## src/rtl/axis_arb_pkg.sv

```systemverilog
// rtl/axis_arb_pkg.sv - shared AXIS width constants and arbiter state encoding
package axis_arb_pkg;
    localparam int AXIS_DATA_WIDTH = 512;
    localparam int AXIS_KEEP_WIDTH = 64;
    localparam int AXIS_USER_WIDTH = 1;

    typedef enum logic [1:0] {
        IDLE   = 2'd0,
        GRANT0 = 2'd1,
        GRANT1 = 2'd2
    } arb_state_t;
endpackage

```

## src/rtl/axis_skid_buf.sv

```systemverilog
// rtl/axis_skid_buf.sv - 2-entry registered AXIS skid stage, 1-cycle latency, full throughput
module axis_skid_buf #(
    parameter int DATA_WIDTH = 512,
    parameter int KEEP_WIDTH = 64,
    parameter int USER_WIDTH = 1
) (
    input  logic                  clk,
    input  logic                  rst,
    input  logic                  in_tvalid,
    output logic                  in_tready,
    input  logic [DATA_WIDTH-1:0] in_tdata,
    input  logic [KEEP_WIDTH-1:0] in_tkeep,
    input  logic                  in_tlast,
    input  logic [USER_WIDTH-1:0] in_tuser,
    output logic                  out_tvalid,
    input  logic                  out_tready,
    output logic [DATA_WIDTH-1:0] out_tdata,
    output logic [KEEP_WIDTH-1:0] out_tkeep,
    output logic                  out_tlast,
    output logic [USER_WIDTH-1:0] out_tuser
);
    localparam int BEAT_W = DATA_WIDTH + KEEP_WIDTH + USER_WIDTH + 1;

    logic [BEAT_W-1:0] in_beat;
    logic [BEAT_W-1:0] main_beat;
    logic [BEAT_W-1:0] skid_beat;
    logic              main_valid;
    logic              skid_valid;
    logic              push;
    logic              main_free;

    assign in_beat   = {in_tdata, in_tkeep, in_tuser, in_tlast};
    // Ready depends only on registered state, so upstream sees no combinational path from out_tready.
    assign in_tready = ~skid_valid;
    assign push      = in_tvalid & ~skid_valid;
    assign main_free = ~main_valid | out_tready;

    always_ff @(posedge clk) begin
        if (rst) begin
            main_beat  <= '0;
            skid_beat  <= '0;
            main_valid <= 1'b0;
            skid_valid <= 1'b0;
        end else if (main_free) begin
            if (skid_valid) begin
                main_beat  <= skid_beat;
                main_valid <= 1'b1;
                skid_valid <= 1'b0;
            end else if (push) begin
                main_beat  <= in_beat;
                main_valid <= 1'b1;
            end else begin
                main_valid <= 1'b0;
            end
        end else if (push) begin
            skid_beat  <= in_beat;
            skid_valid <= 1'b1;
        end
    end

    assign out_tvalid = main_valid;
    assign {out_tdata, out_tkeep, out_tuser, out_tlast} = main_beat;
endmodule

```

## src/rtl/axis_tx_pkt_arbiter.sv

```systemverilog
// rtl/axis_tx_pkt_arbiter.sv - packet-granular 2:1 round-robin AXIS arbiter for CMAC TX
// Optional statistics counters enabled by AXIS_TX_PKT_ARB_STATS_EN.
import axis_arb_pkg::*;

module axis_tx_pkt_arbiter #(
    parameter int DATA_WIDTH = AXIS_DATA_WIDTH,
    parameter int KEEP_WIDTH = AXIS_KEEP_WIDTH,
    parameter int USER_WIDTH = AXIS_USER_WIDTH
) (
    input  logic                  CLK,
    input  logic                  RST,
    input  logic                  s0_axis_tvalid,
    output logic                  s0_axis_tready,
    input  logic [DATA_WIDTH-1:0] s0_axis_tdata,
    input  logic [KEEP_WIDTH-1:0] s0_axis_tkeep,
    input  logic                  s0_axis_tlast,
    input  logic [USER_WIDTH-1:0] s0_axis_tuser,
    input  logic                  s1_axis_tvalid,
    output logic                  s1_axis_tready,
    input  logic [DATA_WIDTH-1:0] s1_axis_tdata,
    input  logic [KEEP_WIDTH-1:0] s1_axis_tkeep,
    input  logic                  s1_axis_tlast,
    input  logic [USER_WIDTH-1:0] s1_axis_tuser,
    output logic                  m_axis_tvalid,
    input  logic                  m_axis_tready,
    output logic [DATA_WIDTH-1:0] m_axis_tdata,
    output logic [KEEP_WIDTH-1:0] m_axis_tkeep,
    output logic                  m_axis_tlast,
    output logic [USER_WIDTH-1:0] m_axis_tuser
`ifdef AXIS_TX_PKT_ARB_STATS_EN
    ,
    output logic [31:0]           pkt_cnt0,
    output logic [31:0]           pkt_cnt1,
    output logic [31:0]           beat_cnt
`endif
);
    arb_state_t            state, state_nxt, other_grant;
    logic                  rr_ptr, rr_ptr_nxt;
    logic                  sof, sof_nxt;
    logic                  skid_in_ready;
    logic                  sel_valid;
    logic                  sel_last;
    logic                  other_valid;
    logic                  accept;
    logic [DATA_WIDTH-1:0] sel_data;
    logic [KEEP_WIDTH-1:0] sel_keep;
    logic [USER_WIDTH-1:0] sel_user;

    assign s0_axis_tready = (state == GRANT0) & skid_in_ready;
    assign s1_axis_tready = (state == GRANT1) & skid_in_ready;

    always_comb begin
        sel_valid   = 1'b0;
        sel_last    = s0_axis_tlast;
        sel_data    = s0_axis_tdata;
        sel_keep    = s0_axis_tkeep;
        sel_user    = s0_axis_tuser;
        other_valid = s1_axis_tvalid;
        other_grant = GRANT1;
        if (state == GRANT0) begin
            sel_valid = s0_axis_tvalid;
        end else if (state == GRANT1) begin
            sel_valid   = s1_axis_tvalid;
            sel_last    = s1_axis_tlast;
            sel_data    = s1_axis_tdata;
            sel_keep    = s1_axis_tkeep;
            sel_user    = s1_axis_tuser;
            other_valid = s0_axis_tvalid;
            other_grant = GRANT0;
        end
    end

    assign accept = sel_valid & skid_in_ready;

    always_ff @(posedge CLK) begin
        if (RST) begin
            state  <= IDLE;
            rr_ptr <= 1'b0;
            sof    <= 1'b1;
        end else begin
            state  <= state_nxt;
            rr_ptr <= rr_ptr_nxt;
            sof    <= sof_nxt;
        end
    end

    always_comb begin
        state_nxt  = state;
        rr_ptr_nxt = rr_ptr;
        sof_nxt    = sof;
        unique case (state)
            IDLE: begin
                sof_nxt = 1'b1;
                if (rr_ptr ? s1_axis_tvalid : s0_axis_tvalid) begin
                    state_nxt = rr_ptr ? GRANT1 : GRANT0;
                end else if (rr_ptr ? s0_axis_tvalid : s1_axis_tvalid) begin
                    state_nxt = rr_ptr ? GRANT0 : GRANT1;
                end
            end
            GRANT0, GRANT1: begin
                if (accept) begin
                    sof_nxt = sel_last;
                    if (sel_last) begin
                        rr_ptr_nxt = (state == GRANT0);
                        state_nxt  = other_valid ? other_grant : state;
                    end
                end else if (sof && !sel_valid) begin
                    // Between frames with the owner idle: release so the other port cannot starve.
                    state_nxt = IDLE;
                end
            end
            default: state_nxt = IDLE;
        endcase
    end

    axis_skid_buf #(
        .DATA_WIDTH(DATA_WIDTH),
        .KEEP_WIDTH(KEEP_WIDTH),
        .USER_WIDTH(USER_WIDTH)
    ) u_skid (
        .clk       (CLK),
        .rst       (RST),
        .in_tvalid (sel_valid),
        .in_tready (skid_in_ready),
        .in_tdata  (sel_data),
        .in_tkeep  (sel_keep),
        .in_tlast  (sel_last),
        .in_tuser  (sel_user),
        .out_tvalid(m_axis_tvalid),
        .out_tready(m_axis_tready),
        .out_tdata (m_axis_tdata),
        .out_tkeep (m_axis_tkeep),
        .out_tlast (m_axis_tlast),
        .out_tuser (m_axis_tuser)
    );

`ifdef AXIS_TX_PKT_ARB_STATS_EN
    always_ff @(posedge CLK) begin
        if (RST) begin
            pkt_cnt0 <= '0;
            pkt_cnt1 <= '0;
            beat_cnt <= '0;
        end else begin
            if (accept && sel_last && state == GRANT0) pkt_cnt0 <= pkt_cnt0 + 32'd1;
            if (accept && sel_last && state == GRANT1) pkt_cnt1 <= pkt_cnt1 + 32'd1;
            if (m_axis_tvalid && m_axis_tready) beat_cnt <= beat_cnt + 32'd1;
        end
    end
`endif
endmodule

```

## config.mk

```make
export PLATFORM = sky130hd
export DESIGN_NAME = axis_tx_pkt_arbiter
export DESIGN_NICKNAME = d
export VERILOG_FILES = /design/src/rtl/axis_arb_pkg.sv /design/src/rtl/axis_skid_buf.sv /design/src/rtl/axis_tx_pkt_arbiter.sv
export SDC_FILE = /design/constraint.sdc
export NUM_CORES = 2
export LEC_CHECK = 0
export CAP_MARGIN = 0
export CORE_AREA = 2 2 687 689
export DETAILED_ROUTE_END_ITERATION = 6
export DIE_AREA = 0 0 689 691
export PLACE_DENSITY = 0.38
export SLEW_MARGIN = 20
export SYNTH_ARGS = -nofsm -noshare
export SYNTH_HDL_FRONTEND = slang
export SYNTH_SLANG_ARGS = --single-unit
```

## constraint.sdc

```tcl
create_clock -name CLK -period 2.17 [get_ports CLK]
set_input_delay 0.3255 -clock CLK [delete_from_list [all_inputs] [get_ports CLK]]
set_output_delay 0.3255 -clock CLK [all_outputs]
set_load 0.005 [all_outputs]
```

# [After elaboration in Yosys (flattened, before gate mapping)]
# Cells that the tools add are included.
[word_totals] ff_bits=1162 wordCells=64
[classes] eq_ne=7 muxes=31 bitwise_logic=7 n_reduce_logical=12
[op_table] cell="578-bit 2-to-1 mux" n=2
[op_table] cell="512-bit 2-to-1 mux" n=2
[op_table] cell="64-bit 2-to-1 mux" n=2
[op_table] cell="2-bit 2-to-1 mux" n=10
[op_table] cell="1-bit 2-to-1 mux" n=13
[op_table] cell="3-bit inequality test, second input constant" n=3
[op_table] cell="2-bit AND reduction" n=3
[op_table] cell="2-bit case mux with 2 select lines" n=1
[op_table] cell="4-bit AND reduction" n=1
[op_table] cell="2-bit nonzero test" n=2
[op_table] cell="2-bit OR reduction" n=2
[op_table] cell="1-bit AND" n=3
[op_table] cell="3-bit by 2-bit inequality test with 1-bit output, second input constant" n=1
[op_table] cell="1-bit inverter" n=3
[op_table] cell="3-bit AND reduction" n=1
[op_table] cell="2-bit by 1-bit equality test with 1-bit output, second input constant" n=1
[op_table] cell="2-bit equality test, second input constant" n=1
[op_table] cell="2-bit zero test" n=1
[op_table] cell="2-bit inequality test, second input constant" n=1
[op_table] cell="1-bit case mux with 2 select lines" n=1
[op_table] cell="1-bit logical AND" n=1
[op_table] cell="1-bit zero test" n=1
[op_table] cell="1-bit bitwise OR" n=1

# [Logic depth before layout (Yosys ltp)]
[depth] depth_word=8 mapped_depth=11

# [Modules after synthesis]
# From an unflattened synthesis, not the netlist that was laid out.
[unflattened] cells_unflattened=5837 hier_area_um2=55630.9
[modules_own_cells] mod="axis_skid_buf" n_inst=1 cells_each=5150 area_per_inst_um2=48437.7 seq_area_each_um2=23182.2
[modules_own_cells] mod="axis_tx_pkt_arbiter" n_inst=1 cells_each=687 area_per_inst_um2=7193.1 seq_area_each_um2=80.1

# [Worst setup path after synthesis]
# No wires, ideal clock.
[synth_path] path_type="reg2reg" startpoint="reg state[1]" endpoint="reg u_skid.skid_beat[288]" setup_ns=0.138 t_arrival_ns=1.863 required_ns=2.032 slack_ns=0.170 stages_incl_launch_ff=10 n_path_buf=3 path_cell_list="dfxtp_1 inv_1 ha_1 and4bb_2 nor2_1 nor2_2 buf_2 buf_2 clkbuf_1 a211oi_1"
[synth_via] elab_chain_cells=5
[synth_lines] element="start, declared" line_no="axis_tx_pkt_arbiter.sv:37" rtl="arb_state_t state, state_nxt, other_grant;"
[synth_lines] element="start signal, assigned" line_no="axis_tx_pkt_arbiter.sv:81" rtl="state <= state_nxt;"
[synth_lines] element="2-bit equality test" line_no="axis_tx_pkt_arbiter.sv:62" rtl="end else if (state == GRANT1) begin"
[synth_lines] element="1-bit 2-to-1 mux" line_no="axis_tx_pkt_arbiter.sv:62"
[synth_lines] element="1-bit 2-to-1 mux" line_no="axis_tx_pkt_arbiter.sv:60" rtl="if (state == GRANT0) begin"
[synth_lines] element="1-bit AND" line_no="axis_skid_buf.sv:35" rtl="assign push = in_tvalid & ~skid_valid;"
[synth_lines] element="2-bit AND reduction (no source line)"
[synth_lines] element="end signal, assigned" line_no="axis_skid_buf.sv:56" rtl="skid_beat <= in_beat;"
[synth_lines] element="end, declared" line_no="axis_skid_buf.sv:26" rtl="logic [BEAT_W-1:0] skid_beat;"
# Several ways; a longest one is shown, not always the timed one.
# A chain may end at the register's enable or synchronous reset.

# [Final worst setup path]
[layout_path] startpoint="reg state[0]" endpoint="reg u_skid.main_beat[214]"
[layout_via] elab_chain_cells=6
[layout_lines] element="2-bit equality test" line_no="axis_tx_pkt_arbiter.sv:62"
[layout_lines] element="1-bit 2-to-1 mux" line_no="axis_tx_pkt_arbiter.sv:62"
[layout_lines] element="1-bit 2-to-1 mux" line_no="axis_tx_pkt_arbiter.sv:60"
[layout_lines] element="1-bit AND" line_no="axis_skid_buf.sv:35"
[layout_lines] element="2-bit nonzero test (no source line)"
[layout_lines] element="2-bit AND reduction (no source line)"
[layout_lines] element="end signal, assigned" line_no="axis_skid_buf.sv:46" rtl="main_beat <= skid_beat;"
[layout_lines] element="end signal, assigned" line_no="axis_skid_buf.sv:50" rtl="main_beat <= in_beat;"
[layout_lines] element="end, declared" line_no="axis_skid_buf.sv:25" rtl="logic [BEAT_W-1:0] main_beat;"
# Several ways; a longest one is shown, not always the timed one. The select of a mux whose other input is x is not followed.

==> results.tsv <==
metric	value	unit
CTS HTree Levels	4	
CP bufs+invs	6	
GRT overflow	0	
crit path time final	2.51	ns
Iteration-0 DRC Markers	3680	
Max VDD drop	0.451	mV
DR WL/cell	26.0	µm
flop2flop setup slack	-0.34	ns
share of synthesized registers carrying an async set or reset	0	
maxcap violations	0	
non-filler cells, final	15200	
worst slew pin tran	0.712	ns
gpl congestion	0.969	
total track usage	0.153	
CTS Buffer Depth	4	
Syn. warnings	0	
WHS Path Cells	3	
Slew Viols, Final	0	
Global Route met3 Usage	0.0394	
DR vias	56500	
reg2reg end	u_skid.main_beat[214]	
worst hold start	s0_axis_tdata[15]	
HP Class	input port to flop	
Layout Skew	0.0393	ns
final setup fails	1176	
endpoints failing hold	0	
CTS tree	built	
Placed Instances	14600	
Post-Syn Instances	6414	
critical path cell sequence	inv_2 -> ha_4 -> nor2b_4 -> buf_12 -> buf_16 -> buf_12 -> mux2i_1 -> buf_4 -> o21ai_0 -> nand2_1 -> buf_4 -> a21oi_1	
synth unique cells	30	
CP Max Fanout	11	
DRC	0	
Synth top cells by count	nand2_1, dfxtp_1, nor2_1, mux2i_1, o21ai_0	
die height	691	µm
Die ar.	476000	µm²
FF-to-FF path depth	12	
Setup CP Type	flop to flop	
setup tns final	-187.43	ns
r2r startpoint	state[0]	
upper clock frequency limit	0.398	GHz
mapped cell area	50900	µm²
CTS Buf Count	161	
Worst-path clk slew	0.06	ns
initial antenna violation count	233	
CTS sink cnt	1162	
M1 GR Usage	0.186	
largest area contributor in the netlist	dfxtp_1	
largest net degree at the start of global routing	130	
share of post-route cells with drive strength above 1	0.195	
Slowest cell on crit path	dfxtp_2	
Syn Area/Cell	7.93	µm²
Post-synth EDFFs	0	
RSZ-0062 raised after global routing	true	
Worst-Skew Late Latency	0.84	ns
Critical Path Source Type	flop	
post-synthesis sequential area ratio	0.457	
die width	689	µm
failing checks	setup timing	
top-count cell post-synth	nand2_1	
Crit. End Element	flop	
LEAKAGE	31.0	nW
vias per cell	3.70	
IO Count	1742	
Hold Path Sink	u_skid.skid_beat[81]	
slowest stage delay, CP	0.38	ns
Top FF cell, synth	dfxtp_1	
final WL	396000	µm
end-of-flow core utilization	0.201	
drt first pass iters	6	
Core ar.	469000	µm²
area delta synth->final	85.3	%
top cell family by delay on the critical path	buffers and inverters	
row count	252	
Net Count, Synth	7580	
first-pass GRT wire length	496000	µm
Cell Pwr Density	743	nW/µm²
Worst slew margin	0.525	
Critical Path AT	3.26	ns
number of global-route vias before repair	53200	
top-area cell type share of the netlist area	0.457	
#FFs+latches synth	1162	
Final ANT Viol Nets	0	
Initial Utilization	0.108	
status	complete, but fails checks	
most area-consuming cells after synthesis	dfxtp_1, nand2_1, mux2i_1, a211oi_1, o21ai_0	
Final nets	10000	
met2 Use GR	0.264	
crit share post-route	1.16	
busiest grt layer	met2	
Critical Path RT	2.92	ns
HPWL Detailed	303000	µm
port bufs	1741	
PnR worst setup slack	-0.345	ns
Clock Root Buffer	clkbuf_16	
report_power, final:
| part | total, mW | leakage (nW) | internal [mW] | switching [mW] |
|---|---|---|---|---|
| registers | 23.3 | 9.40 | 22.5 | 0.779 |
| clock network | 27.3 | 2.56 | 16.0 | 11.2 |
| logic | 19.5 | 19.0 | 10.1 | 9.33 |
what timing repair did:
action                                 in CTS  in global routing
endpoints found under the hold margin      10                  0
setup buffers                              81                 82
hold buffers                                1                  0
resized for setup                         439                438
setup endpoints to repair                1496               1395
pin swaps                                  42                107
gates cloned                               48                 65
layer usage:
layer / vias to the layer above / part of all wire
li1: 27000 / -
met4: 80 / 0.027
met3: 588 / 0.068
met1: 27000 / 0.42
met5: - / 0.0013
met2: 1869 / 0.49
registers in the layout, indices dropped and copies added (netlist names):
name	count
u_skid.skid_valid	1
rr_ptr	1
u_skid.skid_beat	578
u_skid.out_tvalid	1
u_skid.main_beat	578
sof	1
state	2
worst max-delay path by stage:
stage	startpoint	end	slack, ns	cells past startpoint
floorplan	state[1]	u_skid.skid_beat[288]	0.17	9
global route	state[0]	u_skid.main_beat[291]	-0.40	15
detailed placement	state[1]	u_skid.main_beat[284]	-0.53	10
global placement	state[1]	u_skid.main_beat[218]	-0.54	11
finish	state[0]	u_skid.main_beat[214]	-0.34	12
CTS	state[1]	u_skid.main_beat[270]	-0.31	15
placed cells by master (no fill, tap or decap), types with 6 or more instances in the layout:
| cell type | n |
|---|---|
| diode_2 | 58 |
| clkdlybuf4s50_1 | 1728 |
| clkbuf_1 | 38 |
| buf_16 | 72 |
| buf_4 | 739 |
| a211oi_2 | 85 |
| dfxtp_1 | 1159 |
| bufbuf_16 | 7 |
| clkinv_2 | 18 |
| mux2i_1 | 483 |
| nor2_1 | 521 |
| buf_6 | 61 |
| clkbuf_8 | 30 |
| buf_8 | 36 |
| a21oi_2 | 59 |
| mux2i_2 | 43 |
| buf_12 | 152 |
| nand2_2 | 35 |
| clkbuf_16 | 216 |
| nor2_2 | 18 |
| mux2i_4 | 55 |
| bufinv_16 | 8 |
| o21ai_0 | 554 |
| a211oi_1 | 493 |
| clkdlybuf4s15_2 | 6 |
| a21oi_1 | 520 |
| nand2_1 | 1679 |
| o21ai_1 | 22 |
| nand2_4 | 26 |
| nor2_4 | 45 |
through the flow:
stage | setup slack, ns | hold WS [ns] | total power [mW] | cell area [µm²]
2_1_floorplan | 0.170 | 0.448 | 29.2 | 50900
3_3_place_gp | -0.538 | 0.438 | 40.1 | 81000
3_5_place_dp | -0.526 | 0.442 | 40.1 | 81000
4_1_cts | -0.311 | 0.0495 | 70.5 | 90200
5_1_grt | -0.402 | 0.134 | 73.0 | 94200
6_report | -0.345 | 0.168 | 70.0 | 94300
worst min-delay path, cell delays in order:
cell	delay, ns
clkdlybuf4s50_1	0.39
mux2i_1	0.15
a211oi_1	0.09
kinds of logic (layout without fill, tap and decap cells):
family,count (synthesis),count (layout),synth area share
AO/OA/AOI/OAI,1746,1746,0.201
flip-flops,1162,1162,0.457
adder cells (fa/ha/maj),5,5,0.00123
other,0,58,0
multiplexers,582,582,0.115
buffers and inverters,584,3138,0.0536
AND/OR/NAND/NOR,2335,2335,0.173
layout make-up:
| cell class | instances | area, µm² |
|---|---|---|
| Clock buffer | 234 | 4710 |
| Timing Repair Buffer | 2855 | 30700 |
| Inverter | 5 | 18.8 |
| Clock inverter | 44 | 532 |
| Tap cell | 6223 | 7790 |
| Antenna cell | 58 | 145 |
| Fill cell | 52300 | 375000 |
| Sequential cell | 1162 | 23300 |
| Multi-Input combinational cell | 4668 | 27200 |
Power figures use the tool's default switching activity.
